==> src/rtl/pc_pkg.sv <==
// Shared types for the program counter sequencer: FSM states and next-PC sources.
package pc_pkg;

    typedef enum logic [1:0] {
        PC_BOOT = 2'd0,
        PC_RUN  = 2'd1,
        PC_HALT = 2'd2
    } pc_state_e;

    typedef enum logic [2:0] {
        SRC_INCR,
        SRC_BRANCH,
        SRC_TRAP,
        SRC_TRET,
        SRC_HOLD
    } pc_src_e;

endpackage

==> src/rtl/pc_next_sel.sv <==
// Combinational next-PC source selection, target mux and redirect alignment check.
module pc_next_sel
    import pc_pkg::*;
#(
    parameter int unsigned DWIDTH = 32,
    parameter int unsigned IALIGN = 4
) (
    input  pc_state_e         state_i,
    input  logic              stall_i,
    input  logic              branch_taken_i,
    input  logic [DWIDTH-1:0] branch_target_i,
    input  logic              trap_req_i,
    input  logic [DWIDTH-1:0] trap_vector_i,
    input  logic              trap_ret_i,
    input  logic [DWIDTH-1:0] trap_ret_addr_i,
    input  logic              halt_req_i,
    output pc_src_e           src_o,
    output logic [DWIDTH-1:0] target_o,
    output logic              halt_o,
    output logic              misalign_o
);

    localparam logic [DWIDTH-1:0] ALIGN_MASK = DWIDTH'(IALIGN - 1);

    // Priority encode the active source; only RUN honours the full set, HALT only wakes on trap.
    always_comb begin
        src_o    = SRC_HOLD;
        target_o = '0;
        halt_o   = 1'b0;
        unique case (state_i)
            PC_RUN: begin
                if (trap_req_i) begin
                    src_o    = SRC_TRAP;
                    target_o = trap_vector_i & ~ALIGN_MASK;
                end else if (trap_ret_i) begin
                    src_o    = SRC_TRET;
                    target_o = trap_ret_addr_i;
                end else if (branch_taken_i) begin
                    src_o    = SRC_BRANCH;
                    target_o = branch_target_i;
                end else if (halt_req_i) begin
                    halt_o   = 1'b1;
                end else if (!stall_i) begin
                    src_o    = SRC_INCR;
                end
            end
            PC_HALT: begin
                if (trap_req_i) begin
                    src_o    = SRC_TRAP;
                    target_o = trap_vector_i & ~ALIGN_MASK;
                end
            end
            default: ;
        endcase
    end

    // Trap vectors are force-aligned above, so only branch and trap-return targets can fault.
    always_comb begin
        misalign_o = ((src_o == SRC_BRANCH) || (src_o == SRC_TRET)) &&
                     ((target_o & ALIGN_MASK) != '0);
    end

endmodule

==> src/rtl/program_counter_seq.sv <==
// Fetch program counter with boot/run/halt FSM, prioritised redirects and misalignment reporting.
module program_counter_seq
    import pc_pkg::*;
#(
    parameter int unsigned       DWIDTH       = 32,
    parameter logic [DWIDTH-1:0] RESET_VECTOR = 32'h0000_0000,
    parameter int unsigned       INCR         = 4,
    parameter int unsigned       IALIGN       = 4
) (
    input  logic              Clk_Core,
    input  logic              Rst_Core_N,
    input  logic              Stall,
    input  logic              Branch_Taken,
    input  logic [DWIDTH-1:0] Branch_Target,
    input  logic              Trap_Req,
    input  logic [DWIDTH-1:0] Trap_Vector,
    input  logic              Trap_Ret,
    input  logic [DWIDTH-1:0] Trap_Ret_Addr,
    input  logic              Halt_Req,
    input  logic              Resume_Req,
    output logic [DWIDTH-1:0] Program_Count,
    output logic [DWIDTH-1:0] Program_Count_Off,
    output logic              PC_Valid,
    output logic              Misalign_Err,
    output logic [DWIDTH-1:0] Misalign_Addr,
    output logic [1:0]        PC_State
);

    pc_state_e         state_q, state_d;
    logic [DWIDTH-1:0] pc_q, pc_d;
    logic              valid_q;
    logic              err_q;
    logic [DWIDTH-1:0] err_addr_q;

    pc_src_e           src;
    logic [DWIDTH-1:0] target;
    logic              halt_sel;
    logic              misalign;

    pc_next_sel #(
        .DWIDTH (DWIDTH),
        .IALIGN (IALIGN)
    ) u_next_sel (
        .state_i         (state_q),
        .stall_i         (Stall),
        .branch_taken_i  (Branch_Taken),
        .branch_target_i (Branch_Target),
        .trap_req_i      (Trap_Req),
        .trap_vector_i   (Trap_Vector),
        .trap_ret_i      (Trap_Ret),
        .trap_ret_addr_i (Trap_Ret_Addr),
        .halt_req_i      (Halt_Req),
        .src_o           (src),
        .target_o        (target),
        .halt_o          (halt_sel),
        .misalign_o      (misalign)
    );

    // Next state and next PC; a rejected redirect holds rather than falling through to a lower source.
    always_comb begin
        state_d = state_q;
        pc_d    = pc_q;
        unique case (state_q)
            PC_BOOT: state_d = PC_RUN;
            PC_RUN:  if (halt_sel) state_d = PC_HALT;
            PC_HALT: if (src == SRC_TRAP || Resume_Req) state_d = PC_RUN;
            default: state_d = PC_BOOT;
        endcase
        unique case (src)
            SRC_INCR:              pc_d = pc_q + DWIDTH'(INCR);
            SRC_TRAP:              pc_d = target;
            SRC_BRANCH, SRC_TRET:  if (!misalign) pc_d = target;
            default: ;
        endcase
    end

    // PC, FSM and valid flag registers.
    always_ff @(posedge Clk_Core or negedge Rst_Core_N) begin
        if (!Rst_Core_N) begin
            state_q <= PC_BOOT;
            pc_q    <= RESET_VECTOR;
            valid_q <= 1'b0;
        end else begin
            state_q <= state_d;
            pc_q    <= pc_d;
            valid_q <= (state_d == PC_RUN);
        end
    end

    // Misalignment pulse and sticky offending address.
    always_ff @(posedge Clk_Core or negedge Rst_Core_N) begin
        if (!Rst_Core_N) begin
            err_q      <= 1'b0;
            err_addr_q <= '0;
        end else begin
            err_q <= misalign;
            if (misalign) err_addr_q <= target;
        end
    end

    assign Program_Count     = pc_q;
    assign Program_Count_Off = pc_q + DWIDTH'(INCR);
    assign PC_Valid          = valid_q;
    assign Misalign_Err      = err_q;
    assign Misalign_Addr     = err_addr_q;
    assign PC_State          = state_q;

endmodule

==> config.mk <==
export PLATFORM = sky130hd
export DESIGN_NAME = program_counter_seq
export DESIGN_NICKNAME = d
export VERILOG_FILES = /design/src/rtl/pc_pkg.sv /design/src/rtl/pc_next_sel.sv /design/src/rtl/program_counter_seq.sv
export SDC_FILE = /design/constraint.sdc
export NUM_CORES = 1
export LEC_CHECK = 0
export ABC_AREA = 1
export CORE_AREA = 2 2 130 132
export CTS_BUF_LIST = sky130_fd_sc_hd__clkbuf_4 sky130_fd_sc_hd__clkbuf_8
export DETAILED_ROUTE_END_ITERATION = 16
export DIE_AREA = 0 0 132 134
export MAX_ROUTING_LAYER = met4
export SETUP_SLACK_MARGIN = 0.2
export SYNTH_ARGS = -nofsm -noshare
export SYNTH_HDL_FRONTEND = slang
export SYNTH_SLANG_ARGS = --single-unit
==> constraint.sdc <==
create_clock -name Clk_Core -period 3.2 [get_ports Clk_Core]
set_input_delay 0.64 -clock Clk_Core [delete_from_list [all_inputs] [get_ports Clk_Core]]
set_output_delay 0.64 -clock Clk_Core [all_outputs]
set_load 0.01 [all_outputs]
==> flow_metrics.py, run 1 <==
metrics = {
    "finish": {
        "seq_area_um2": 1720,
        "filler_cell_count": 1731,
        "fin_util_pct": 45.1,
        "insertedDiodeCount": 0,
        "drive_gt1_share_pct": 9.50,
        "syn2layout_area_growth_pct": 53.8,
        "multi_input_area_um2": 2780,
        "instances_no_fill": 1157,
        "nets": 1041,
    },
    "power": {
        "p_leak_nw": 3.27,
        "vdd_ir_drop_max_mv": 0.370,
        "finalPower_w": 0.00603,
        "pwr_density_cell_nw_per_um2": 821,
    },
    "yosys": {
        "synth.distinct_cells": 36,
        "synth.cell_area_um2": 4780,
        "syn_inst": 739,
        "synth_seq_area_share_pct": 35.6,
        "synth_seq_cells": 68,
        "synth_area_per_cell_um2": 6.47,
        "syn_nets": 848,
        "yosysWarnings": 0,
    },
    "flow_run": {
        "maxCapViolCount": 0,
    },
    "critical_path": {
        "slowest_delay_ns": 0.54,
        "endpoint_kind": "output port",
        "r2r-start": "PC_State[0]",
        "path_buf_inv": 2,
        "slowest_stage": "clkdlybuf4s50_1",
        "r2r_end": "Program_Count[2]",
        "r2r_slack_ns": 0.71,
        "start_kind": "flop",
        "crit_fanout": 4,
        "cpLargestDelayFamily": "simple AND/OR/NAND/NOR gates",
        "cp_cell_sequence": "buf_12, nand3_2, nor2_2, nand2_2, o21bai_1, and2_1, clkdlybuf4s50_1",
        "r2r_cells": 11,
        "worstPathRequired_ns": 2.56,
        "critPathArrivalTime_ns": 2.32,
        "crit_type": "reg -> out",
    },
    "global_route": {
        "grtUsageTotal_pct": 21.5,
        "grt_pass1_vias": 5284,
        "overflow": 0,
        "grt_first_pass_wirelength_mm": 28.7,
        "grt_max_degree": 39,
        "antenna_found_initial": 0,
    },
    "clock_tree": {
        "cts_buffers": 9,
        "clkSlewWorstSetupHoldPaths_ns": 0.08,
        "clk_latency_ns": 0.37,
        "htree_levels": 3,
        "ctsHoldBuffers": 0,
        "cts_tree": "yes",
        "cts_sinks": 68,
        "cts_max_path_buffers": 2,
        "cts_root_buf": "clkbuf_8",
    },
    "floorplanning": {
        "die_w_um": 132,
        "rows": 47,
        "io_pins": 204,
        "start_util_pct": 29.3,
        "dieArea_um2": 17700,
        "die_h_um": 134,
        "coreArea_um2": 16300,
    },
    "route": {
        "post_drt_via_cell_ratio": 4.76,
        "drcViolationCount": 0,
        "wl_per_cell_um": 16.1,
        "ant_nets": 0,
        "first_pass_iters": 5,
        "postRouteWirelength_mm": 18.6,
        "first_iter_violations": 335,
        "routed-via-count": 5504,
    },
    "timing": {
        "period_needed_ns": 2.96,
        "tightest_slew_ns": 0.803,
        "max_freq_mhz": 337,
        "finalSetupViolCount": 0,
        "skew_ns": 0.00786,
        "fin_crit_sh_pct": 92.7,
        "hold_ws_ns": 0.351,
        "finalHoldViolations": 0,
        "final_max_slew_viol_count": 0,
        "rsz0062_at_grt": "true",
        "slew_headroom_pct": 46.4,
        "final.setup.tns_ns": 0,
    },
    "run_status": {
        "run_status": "finished clean",
    },
    "place": {
        "place_inst": 1137,
        "hpwlAfterDp_mm": 14.3,
        "place_congestion": 0.887,
        "io_buffers": 201,
    },
    "min_path": {
        "hold_class": "in -> async",
    },
}
## report_power, final
part | switching [W] | total (W) | internal [W]
Combinational | 0.00195 | 0.00359 | 0.00164
Clock | 0.000364 | 0.000865 | 0.000501
Sequential | 0.000370 | 0.00158 | 0.00121
Total | 0.00268 | 0.00603 | 0.00335
## flip-flops by register name (all words and copies together), names as in the netlist
name / count
Misalign_Addr: 32
Misalign_Err: 1
PC_State: 2
PC_Valid: 1
Program_Count: 32
## timing repair
item	CTS	global route
gates resized for setup	7	21
setup endpoints to repair	9	18
buffers inserted	0	4
## through the flow
step | instance area, um2 | setup WS (ns)
after global routing | 7350 | 0.155
after global placement | 7000 | 0.306
after CTS | 7260 | 0.201
final | 7350 | 0.235
after detailed placement | 7000 | 0.277
after floorplan | 4780 | 1.16
## cell type report
type | instances | area share (%)
Inverter | 42 | 2.20
Sequential cell | 68 | 23.4
Clock inverter | 3 | 0.936
Timing Repair Buffer | 220 | 29.8
Tap cell | 220 | 3.74
Clock buffer | 13 | 2.26
Multi-Input combinational cell | 591 | 37.8
## cell families (layout without fill, tap and decap cells)
family	Yosys count	after routing	share of synthesized area [%]
flip-flops	68	68	35.6
XOR/XNOR	11	11	2.17
buffers and inverters	80	278	7.64
AND/OR/NAND/NOR	468	468	41.0
AO/OA/AOI/OAI	107	107	12.3
adder cells (fa/ha/maj)	5	5	1.31
## layout by cell type, fill, tap and decap left out, drive strengths merged
cell type | Yosys | layout
a21oi | 54 | 54
a31oi | 1 | 1
and2 | 1 | 1
buf | 29 | 20
bufinv | 0 | 2
clkbuf | 9 | 13
clkdlybuf4s50 | 0 | 200
clkinv | 1 | 2
dfrtp | 68 | 68
ha | 5 | 5
inv | 41 | 41
nand2 | 333 | 333
nand3 | 41 | 41
nand3b | 9 | 9
nand4 | 13 | 13
nor2 | 68 | 68
nor3b | 1 | 1
o2111ai | 1 | 1
o211ai | 14 | 14
o21ai | 33 | 33
o21bai | 1 | 1
o31ai | 3 | 3
or2 | 2 | 2
xnor2 | 4 | 4
xor2 | 7 | 7
## routing by layer
metal	global-route usage [%]	vias up	wire [um]
met1	27.2	2521	8400
met4	5.50	0	367
li1	-	2763	-
met2	34.9	195	8750
met3	4.84	25	1060
met5	-	-	0
## how the worst max path moves through the flow
stage,depth (start not counted),start,to
after floorplan,7,Program_Count[3],Program_Count_Off[30]
after global placement,8,Trap_Ret,Misalign_Addr[24]
after detailed placement,8,Trap_Ret,Misalign_Addr[24]
after CTS,6,Program_Count[4],Program_Count_Off[19]
after global routing,7,Program_Count[3],Program_Count_Off[19]
final,7,Program_Count[3],Program_Count_Off[19]
## Yosys cell counts
master       n  area (um2)
o21ai_0     26         130
dfrtp_1     68        1700
nor2_1      58         218
nand3_2      4        40.0
clkbuf_1     7        26.3
xnor2_1      3        26.3
buf_6        2        22.5
xor2_1       7        61.3
clkinv_2     1        5.00
xnor2_2      1        16.3
o2111ai_1    1        8.76
inv_1       37         139
clkbuf_2     2        10.0
nand3b_1     9        67.6
nor2_2       9        56.3
nand3_4      1        17.5
o211ai_1    14         105
nand2_2      5        31.3
ha_1         5        62.6
buf_2       20         100
o31ai_1      3        22.5
buf_4        5        37.5
or2_2        2        12.5
nand3_1     36         180
inv_4        1        6.26
a21oi_1     54         270
o21bai_1     1        7.51
inv_2        3        11.3
and2_1       1        6.26
a31oi_1      1        6.26
nand2_1    328        1230
nor3b_1      1        7.51
nand4_1     13        81.3
buf_1        2        7.51
nor2_4       1        11.3
o21ai_1      7        35.0
Power figures use the tool's default switching activity.
==> inputs of run 2 (changes only) <==
SKIP_LAST_GASP = 1   (was default)
==> results of run 2 <==
Same layout as run 1: the final DEF is identical, and so are final timing and power.
==> inputs of run 3 (changes only) <==
HOLD_SLACK_MARGIN = 0.02   (was default)
SKIP_LAST_GASP = default   (was 1)
==> results of run 3 <==
Same layout as run 1: the final DEF is identical, and so are final timing and power.
